$ cat config.mk
export PLATFORM = sky130hd
export DESIGN_NAME = gray_stream_sched
export DESIGN_NICKNAME = d
export VERILOG_FILES = /design/src/rtl/stereo_stream_pkg.sv /design/src/rtl/axis_reg_slice.sv /design/src/rtl/gray_stream_sched.sv
export SDC_FILE = /design/constraint.sdc
export NUM_CORES = 1
export LEC_CHECK = 0
export ABC_AREA = 0
export ABC_CLOCK_PERIOD_IN_PS = 3400
export BUFFER_PORTS_ARGS = -buffer_cell sky130_fd_sc_hd__buf_2
export CORE_ASPECT_RATIO = 1.75
export CORE_UTILIZATION = 45
export DETAILED_ROUTE_END_ITERATION = 12
export HOLD_SLACK_MARGIN = 0.12
export PLACE_DENSITY_LB_ADDON = 0.2
export SETUP_SLACK_MARGIN = 0.3
export SLEW_MARGIN = 20
export SYNTH_ARGS = -nofsm -noshare
export SYNTH_HDL_FRONTEND = slang
export SYNTH_SLANG_ARGS = --single-unit
$ cat constraint.sdc
create_clock -name aclk -period 3.4 [get_ports aclk]
set_input_delay 0.51 -clock aclk [delete_from_list [all_inputs] [get_ports aclk]]
set_output_delay 0.51 -clock aclk [all_outputs]
set_load 0.02 [all_outputs]
$ cat src/rtl/stereo_stream_pkg.sv
// Shared types and constants for the stereo gray stream blocks.
// Holds the scheduler state encoding, the source numbering and the
// canonical gray beat layout used on the converter-side stream.
package stereo_stream_pkg;

   typedef enum logic {
      WAIT_SOF = 1'b0,
      PASS     = 1'b1
   } sched_state_t;

   localparam int unsigned SRC_LEFT  = 0;
   localparam int unsigned SRC_RIGHT = 1;
   localparam int unsigned SRC_DISP  = 2;

   localparam int unsigned GRAY_DATA_WIDTH = 8;
   localparam int unsigned GRAY_PPC        = 4;
   localparam int unsigned GRAY_BEAT_W     = GRAY_DATA_WIDTH * GRAY_PPC;

   typedef struct packed {
      logic [GRAY_BEAT_W-1:0] data;
      logic                   user;
      logic                   last;
   } gray_beat_t;

endpackage

$ cat src/rtl/axis_reg_slice.sv
// One-stage AXI4-Stream register slice.
// The payload is loaded whenever the stage is empty or being drained, so a
// held beat stays stable while the downstream stalls. Full throughput.
module axis_reg_slice #(
   parameter int WIDTH = 34
) (
   input  logic             aclk,
   input  logic             aresetn,
   input  logic             i_valid,
   input  logic [WIDTH-1:0] i_data,
   output logic             o_ready,
   output logic             o_valid,
   output logic [WIDTH-1:0] o_data,
   input  logic             i_ready
);

   logic             r_valid;
   logic [WIDTH-1:0] r_data;

   assign o_ready = !r_valid || i_ready;
   assign o_valid = r_valid;
   assign o_data  = r_data;

   // Load a new beat (or go empty) whenever the current one can leave.
   always_ff @(posedge aclk or negedge aresetn) begin
      if (!aresetn) begin
         r_valid <= 1'b0;
         r_data  <= '0;
      end else if (o_ready) begin
         r_valid <= i_valid;
         if (i_valid) begin
            r_data <= i_data;
         end
      end
   end

endmodule

$ cat src/rtl/gray_stream_sched.sv
// Frame-synchronous scheduler sharing one gray-to-YUV422 converter between
// N_SRC gray AXI4-Stream sources. Source switches take effect only at a
// start of frame, so the converter never sees a torn frame.
// Optional build macro GRAY_SCHED_DRAIN_EN: when defined, unselected sources
// are drained (tready=1, beats dropped); otherwise they are backpressured.
module gray_stream_sched #(
   parameter  int DATA_WIDTH  = 8,
   parameter  int PPC         = 4,
   parameter  int N_SRC       = 3,
   parameter  int FRAME_LINES = 1080,
   localparam int SEL_W       = $clog2(N_SRC)
) (
   input  logic                          aclk,
   input  logic                          aresetn,
   input  logic [SEL_W-1:0]              sel,
   input  logic [N_SRC-1:0]              s_axis_tvalid,
   input  logic [N_SRC*DATA_WIDTH*PPC-1:0] s_axis_tdata,
   input  logic [N_SRC-1:0]              s_axis_tuser,
   input  logic [N_SRC-1:0]              s_axis_tlast,
   output logic [N_SRC-1:0]              s_axis_tready,
   output logic                          m_axis_gray_tvalid,
   output logic [DATA_WIDTH*PPC-1:0]     m_axis_gray_tdata,
   output logic                          m_axis_gray_tuser,
   output logic                          m_axis_gray_tlast,
   input  logic                          m_axis_gray_tready,
   output logic [SEL_W-1:0]              active_src,
   output logic                          frame_done,
   output logic                          sof_err
);

   import stereo_stream_pkg::*;

   localparam int BEAT_W = DATA_WIDTH * PPC;
   localparam int LINE_W = (FRAME_LINES > 1) ? $clog2(FRAME_LINES) : 1;
   localparam logic [LINE_W-1:0] LAST_LINE = LINE_W'(FRAME_LINES - 1);
   localparam logic [SEL_W-1:0]  SEL_MAX   = SEL_W'(N_SRC - 1);

   sched_state_t      r_state;
   sched_state_t      w_stateNext;
   logic [SEL_W-1:0]  r_cand;
   logic [SEL_W-1:0]  r_active;
   logic [SEL_W-1:0]  w_src;
   logic [LINE_W-1:0] r_lineCnt;
   logic [LINE_W-1:0] w_lineNext;
   logic [LINE_W-1:0] w_lineBase;
   logic              r_run;
   logic              r_frameDone;
   logic              r_sofErr;

   logic              w_srcValid;
   logic              w_srcUser;
   logic              w_srcLast;
   logic [BEAT_W-1:0] w_srcData;
   logic              w_srcReady;
   logic              w_fwd;
   logic              w_frameEnd;
   logic              w_sofErr;
   logic              w_sliceReady;
   logic [BEAT_W+1:0] w_sliceIn;
   logic [BEAT_W+1:0] w_sliceOut;
   logic [BEAT_W-1:0] w_dataArr [N_SRC];

   for (genvar k = 0; k < N_SRC; k++) begin : g_unpack
      assign w_dataArr[k] = s_axis_tdata[k*BEAT_W +: BEAT_W];
   end

   // While waiting for SOF the candidate is watched; during a frame only the
   // locked source is.
   assign w_src      = (r_state == PASS) ? r_active : r_cand;
   assign w_srcValid = s_axis_tvalid[w_src];
   assign w_srcUser  = s_axis_tuser[w_src];
   assign w_srcLast  = s_axis_tlast[w_src];
   assign w_srcData  = w_dataArr[w_src];

   // A SOF beat restarts line counting, whether it opens a frame or
   // arrives unexpectedly mid-frame.
   assign w_lineBase = w_srcUser ? '0 : r_lineCnt;

   // Decide acceptance/forwarding of the watched source and the next state.
   always_comb begin
      w_stateNext = r_state;
      w_lineNext  = r_lineCnt;
      w_srcReady  = 1'b0;
      w_fwd       = 1'b0;
      w_frameEnd  = 1'b0;
      w_sofErr    = 1'b0;
      case (r_state)
         WAIT_SOF: begin
            w_srcReady = w_srcUser ? w_sliceReady : 1'b1;
            w_fwd      = w_srcValid && w_srcUser && w_sliceReady;
         end
         PASS: begin
            w_srcReady = w_sliceReady;
            w_fwd      = w_srcValid && w_sliceReady;
            w_sofErr   = w_fwd && w_srcUser;
         end
         default: begin
            w_srcReady = 1'b0;
         end
      endcase
      if (!r_run) begin
         w_srcReady = 1'b0;
         w_fwd      = 1'b0;
         w_sofErr   = 1'b0;
      end
      if (w_fwd) begin
         w_stateNext = PASS;
         w_lineNext  = w_lineBase;
         if (w_srcLast) begin
            if (w_lineBase == LAST_LINE) begin
               w_lineNext  = '0;
               w_frameEnd  = 1'b1;
               w_stateNext = WAIT_SOF;
            end else begin
               w_lineNext = w_lineBase + 1'b1;
            end
         end
      end
   end

   // Ready fan-out: the watched source follows the decision above, the rest
   // are drained or stalled depending on the build.
   always_comb begin
      s_axis_tready = '0;
`ifdef GRAY_SCHED_DRAIN_EN
      if (r_run) begin
         s_axis_tready = '1;
      end
`endif
      s_axis_tready[w_src] = w_srcReady;
   end

   // Scheduler state, line counter, source latches and registered pulses.
   always_ff @(posedge aclk or negedge aresetn) begin
      if (!aresetn) begin
         r_state     <= WAIT_SOF;
         r_cand      <= '0;
         r_active    <= '0;
         r_lineCnt   <= '0;
         r_run       <= 1'b0;
         r_frameDone <= 1'b0;
         r_sofErr    <= 1'b0;
      end else begin
         r_run       <= 1'b1;
         r_state     <= w_stateNext;
         r_lineCnt   <= w_lineNext;
         r_frameDone <= w_frameEnd;
         r_sofErr    <= w_sofErr;
         if (r_state == WAIT_SOF && w_fwd) begin
            r_active <= r_cand;
         end
         if ((r_state == WAIT_SOF || w_frameEnd) && sel <= SEL_MAX) begin
            r_cand <= sel;
         end
      end
   end

   assign w_sliceIn = {w_srcUser, w_srcLast, w_srcData};

   axis_reg_slice #(
      .WIDTH (BEAT_W + 2)
   ) u_outSlice (
      .aclk    (aclk),
      .aresetn (aresetn),
      .i_valid (w_fwd),
      .i_data  (w_sliceIn),
      .o_ready (w_sliceReady),
      .o_valid (m_axis_gray_tvalid),
      .o_data  (w_sliceOut),
      .i_ready (m_axis_gray_tready)
   );

   assign m_axis_gray_tuser = w_sliceOut[BEAT_W+1];
   assign m_axis_gray_tlast = w_sliceOut[BEAT_W];
   assign m_axis_gray_tdata = w_sliceOut[BEAT_W-1:0];
   assign active_src        = r_active;
   assign frame_done        = r_frameDone;
   assign sof_err           = r_sofErr;

endmodule

==> metrics.txt <==
# TYPE chip_impl_metric gauge
chip_impl_info{name="crit_slowest_cell",value="dfrtp_1"} 1
chip_impl_metric{name="max-slew-margin-rel",unit=""} 0.480
chip_impl_info{name="run_status",value="complete, no violations"} 1
chip_impl_metric{name="floorplan_die_area",unit="µm²"} 6830
chip_impl_metric{name="delay_of_the_slowest_critical_path_stage",unit="ps"} 470
chip_impl_info{name="worstSetupPathType",value="reg -> reg"} 1
chip_impl_metric{name="worst-path-stages",unit=""} 11
chip_impl_info{name="synth.largest_area_cell",value="dfrtp_1"} 1
chip_impl_metric{name="vias_per_cell",unit=""} 5.77
chip_impl_metric{name="max_slew_violation_count",unit=""} 0
chip_impl_info{name="grt_setup_unrepaired",value="false"} 1
chip_impl_metric{name="pin_count_of_the_biggest_net_entering_global_routing",unit=""} 38
chip_impl_metric{name="timing_hold_violations_final",unit=""} 0
chip_impl_metric{name="dp_wirelength",unit="µm"} 6360
chip_impl_metric{name="fill_cells",unit=""} 580
chip_impl_info{name="worstReg2RegEnd",value="r_lineCnt[7]"} 1
chip_impl_metric{name="routedWlPerCell",unit="µm"} 16.2
chip_impl_metric{name="buffer_ports.inserted",unit=""} 151
chip_impl_metric{name="r2r.worst_path.cells",unit=""} 11
chip_impl_info{name="timing.critical_path.from",value="active_src[1]"} 1
chip_impl_metric{name="drt_drc_violations_left",unit=""} 0
chip_impl_metric{name="vdd_ir_drop_max",unit="mV"} 0.442
chip_impl_metric{name="drt-pass1-iter-count",unit=""} 6
chip_impl_metric{name="crit_fanout",unit=""} 8
chip_impl_metric{name="final-setup-viol-count",unit=""} 0
chip_impl_metric{name="post_route_antenna_net_violation_count",unit=""} 0
chip_impl_metric{name="h-tree-depth",unit=""} 2
chip_impl_info{name="endpoint",value="r_lineCnt[7]"} 1
chip_impl_metric{name="ratio_of_final_minimum_period_to_clock_period",unit=""} 0.875
chip_impl_info{name="path_delay_family",value="simple AND/OR/NAND/NOR gates"} 1
chip_impl_metric{name="core",unit="µm²"} 6230
chip_impl_metric{name="grt_overflow",unit=""} 0
chip_impl_info{name="cts_tree",value="done"} 1
chip_impl_metric{name="worst-path-buf-inv",unit=""} 0
chip_impl_metric{name="floorplan.die.height",unit="µm"} 109
chip_impl_info{name="root_buffer",value="clkbuf_8"} 1
chip_impl_metric{name="netlist-cell-type-count",unit=""} 55
chip_impl_metric{name="floorplan.rows",unit=""} 38
chip_impl_metric{name="synthDominantCellAreaShare",unit=""} 0.463
chip_impl_metric{name="pin_count",unit=""} 152
chip_impl_metric{name="grt_usage",unit=""} 0.257
chip_impl_info{name="worstPathCellList",value="nand2b_1 > o22ai_2 > a21oi_2 > and2_1 > ha_1 > nor4bb_1 > and3b_1 > a21boi_2 > or3b_4 > a31o_1 > a31oi_1"} 1
chip_impl_metric{name="postSynthNetCount",unit=""} 414
chip_impl_metric{name="synth.avg_cell_area",unit="µm²"} 9.64
chip_impl_metric{name="cts.clk_slew.worst_paths",unit="ps"} 100
chip_impl_info{name="synth_area_leaders",value="dfrtp_1 46%, a222oi_1 11%, o21ai_0 7.4%"} 1
chip_impl_metric{name="final_layout_size_suffix_gt1_frac",unit=""} 0.415
chip_impl_info{name="start_kind",value="flip-flop"} 1
chip_impl_metric{name="finalClockSkew",unit="ps"} 8.18
chip_impl_metric{name="grt_antenna_before_repair",unit=""} 0
chip_impl_metric{name="yosysSeqAreaShare",unit=""} 0.463
chip_impl_metric{name="arrival",unit="ps"} 3210
chip_impl_metric{name="num_antenna_cells",unit=""} 0
chip_impl_metric{name="cp_data_required_time",unit="ps"} 3640
chip_impl_info{name="synth.cells.most_frequent",value="54 x dfrtp_1, 47 x nand2_1, 43 x o21ai_0"} 1
chip_impl_info{name="yosys.cell_count.top_type",value="dfrtp_1"} 1
chip_impl_metric{name="synthCells",unit=""} 303
chip_impl_metric{name="initial_core_util",unit=""} 0.469
chip_impl_metric{name="ys_async_sr_fraction",unit=""} 1.00
chip_impl_info{name="synth_flop_cell",value="dfrtp_1"} 1
chip_impl_metric{name="netlist_area",unit="µm²"} 2920
chip_impl_metric{name="cap_viol_max_count",unit=""} 0
chip_impl_info{name="class_of_the_worst_hold_path",value="in -> async"} 1
chip_impl_metric{name="max_freq",unit="GHz"} 0.336
chip_impl_metric{name="drt_iter0_markers",unit=""} 244
chip_impl_metric{name="clock_tree.buffer_depth",unit=""} 2
chip_impl_metric{name="dieWidth",unit="µm"} 62.9
chip_impl_metric{name="first_global_vias",unit=""} 2927
chip_impl_metric{name="cts-buffers-inserted",unit=""} 5
chip_impl_metric{name="tritoncts_num_sinks",unit=""} 54
chip_impl_metric{name="area.growth.synth_to_final",unit="%"} 33.2
chip_impl_metric{name="insertion_delay",unit="ps"} 310
chip_impl_info{name="crit-reg2reg-launch",value="active_src[1]"} 1
chip_impl_info{name="critical_path_end_type",value="flip-flop"} 1
chip_impl_metric{name="tightestPinTransition",unit="ps"} 778
chip_impl_metric{name="hold_ws",unit="ps"} 249
chip_impl_metric{name="setup.reg_to_reg.worst_slack",unit="ps"} 420
chip_impl_metric{name="globalplace.congestion",unit=""} 0.845
chip_impl_metric{name="num_vias",unit=""} 3035
chip_impl_metric{name="cellLeakagePower",unit="nW"} 1.95
chip_impl_metric{name="number_of_synthesized_flops_with_an_enable_pin",unit=""} 0
chip_impl_metric{name="layout.nets",unit=""} 556
chip_impl_metric{name="synthesis.yosys.warnings",unit=""} 0
chip_impl_metric{name="power.density_cell_area",unit="nW/µm²"} 833
chip_impl_metric{name="flop_and_latch_count_out_of_synthesis",unit=""} 54
chip_impl_metric{name="fin_tns_setup",unit="ps"} 0
chip_impl_metric{name="grt_pass1_wl",unit="µm"} 13700
chip_impl_metric{name="min_tclk_post_route",unit="ps"} 2980
chip_impl_metric{name="drt-total-wl",unit="µm"} 8510
[final cells by class]
type,count,area [µm²],share of cell area
inverter,5,18.8,0.00482
clock buffer,6,72.6,0.0186
multi-input combinational,219,1480,0.381
timing repair buffer,160,827,0.213
tap,80,100,0.0257
sequential,54,1350,0.347
clock inverter,2,37.5,0.00965
[cells in the final DEF (no fill, tap or decap), drive strengths merged, types with 2 or more instances in the layout]
cell    Yosys  final
buf         8    160
dfrtp      54     54
nand2      47     47
o21ai      46     46
a222oi     32     32
a21o        9      9
mux2i       6      6
nand4       6      6
a21oi       6      6
clkbuf     17      6
nor2        5      5
inv         5      5
nor2b       5      5
nand2b      4      4
o21a        4      4
nor4        4      4
o22ai       3      3
and2        3      3
or2         3      3
a211oi      2      2
or4         2      2
mux2        2      2
nand4b      2      2
and4b       2      2
nor3        2      2
a31o        2      2
[flip-flops by register name (all words and copies together) (netlist names)]
register	cells
u_outSlice.o_data	34
r_lineCnt	11
active_src	2
r_cand	2
frame_done	1
r_run	1
r_state	1
sof_err	1
u_outSlice.o_valid	1
[worst register-to-register path, stage by stage, from the launching register on]
cell,delay (ps)
dfrtp_1,470
nand2b_1,280
o22ai_2,280
a21oi_2,110
and2_1,180
ha_1,260
nor4bb_1,150
and3b_1,200
a21boi_2,180
or3b_4,440
a31o_1,200
a31oi_1,150
[stage by stage]
step | setup slack [ps] | power (W) | instance area [µm²] | utilization | std cells
floorplan | 397 | 0.00220 | 2920 | - | 303
global placement | 410 | 0.00276 | 3760 | 0.603 | 518
detailed placement | 256 | 0.00279 | 3760 | 0.603 | 518
CTS | 306 | 0.00324 | 3880 | 0.623 | 526
global route | 290 | 0.00348 | 3890 | 0.625 | 526
finish | 423 | 0.00324 | 3890 | 0.625 | 526
[cells by family after synthesis]
group	Yosys count	synth area share
muxes	8	0.0283
other	1	0.00128
AOI/OAI and AO/OA	115	0.287
adders and majority gates	1	0.00428
and+or+nand+nor	94	0.172
buffers and inverters	30	0.0441
DFF	54	0.463
[worst min path at each step]
stage	slack, ps	end	startpoint
2_1_floorplan	210	active_src[0]	aresetn
3_3_place_gp	460	u_outSlice.o_data[6]	u_outSlice.o_data[6]
3_5_place_dp	470	u_outSlice.o_data[19]	u_outSlice.o_data[19]
4_1_cts	260	r_lineCnt[2]	aresetn
5_1_grt	300	r_lineCnt[2]	aresetn
6_report	250	u_outSlice.o_data[32]	aresetn
[power breakdown]
| part | switching [W] | leakage [nW] | internal (W) |
|---|---|---|---|
| clock network | 0.000215 | 0.0514 | 0.000220 |
| logic | 0.00113 | 1.21 | 0.000660 |
| registers | 0.000145 | 0.692 | 0.000873 |
[what timing repair did]
item / CTS / global route
resized for setup: 3 / 4
hold buffers: 0 / 0
pin swaps: 0 / 0
setup endpoints to repair: 7 / 9
setup buffers: 0 / 0
[per-layer routing]
layer  vias to the layer above  track usage  share of wire
met3                        16       0.0485          0.065
met2                       136        0.470           0.54
met1                      1428        0.281           0.37
met4                         0        0.120          0.027
met5                         -            0              0
li1                       1455            -              -
(Power assumes the default switching activity.)
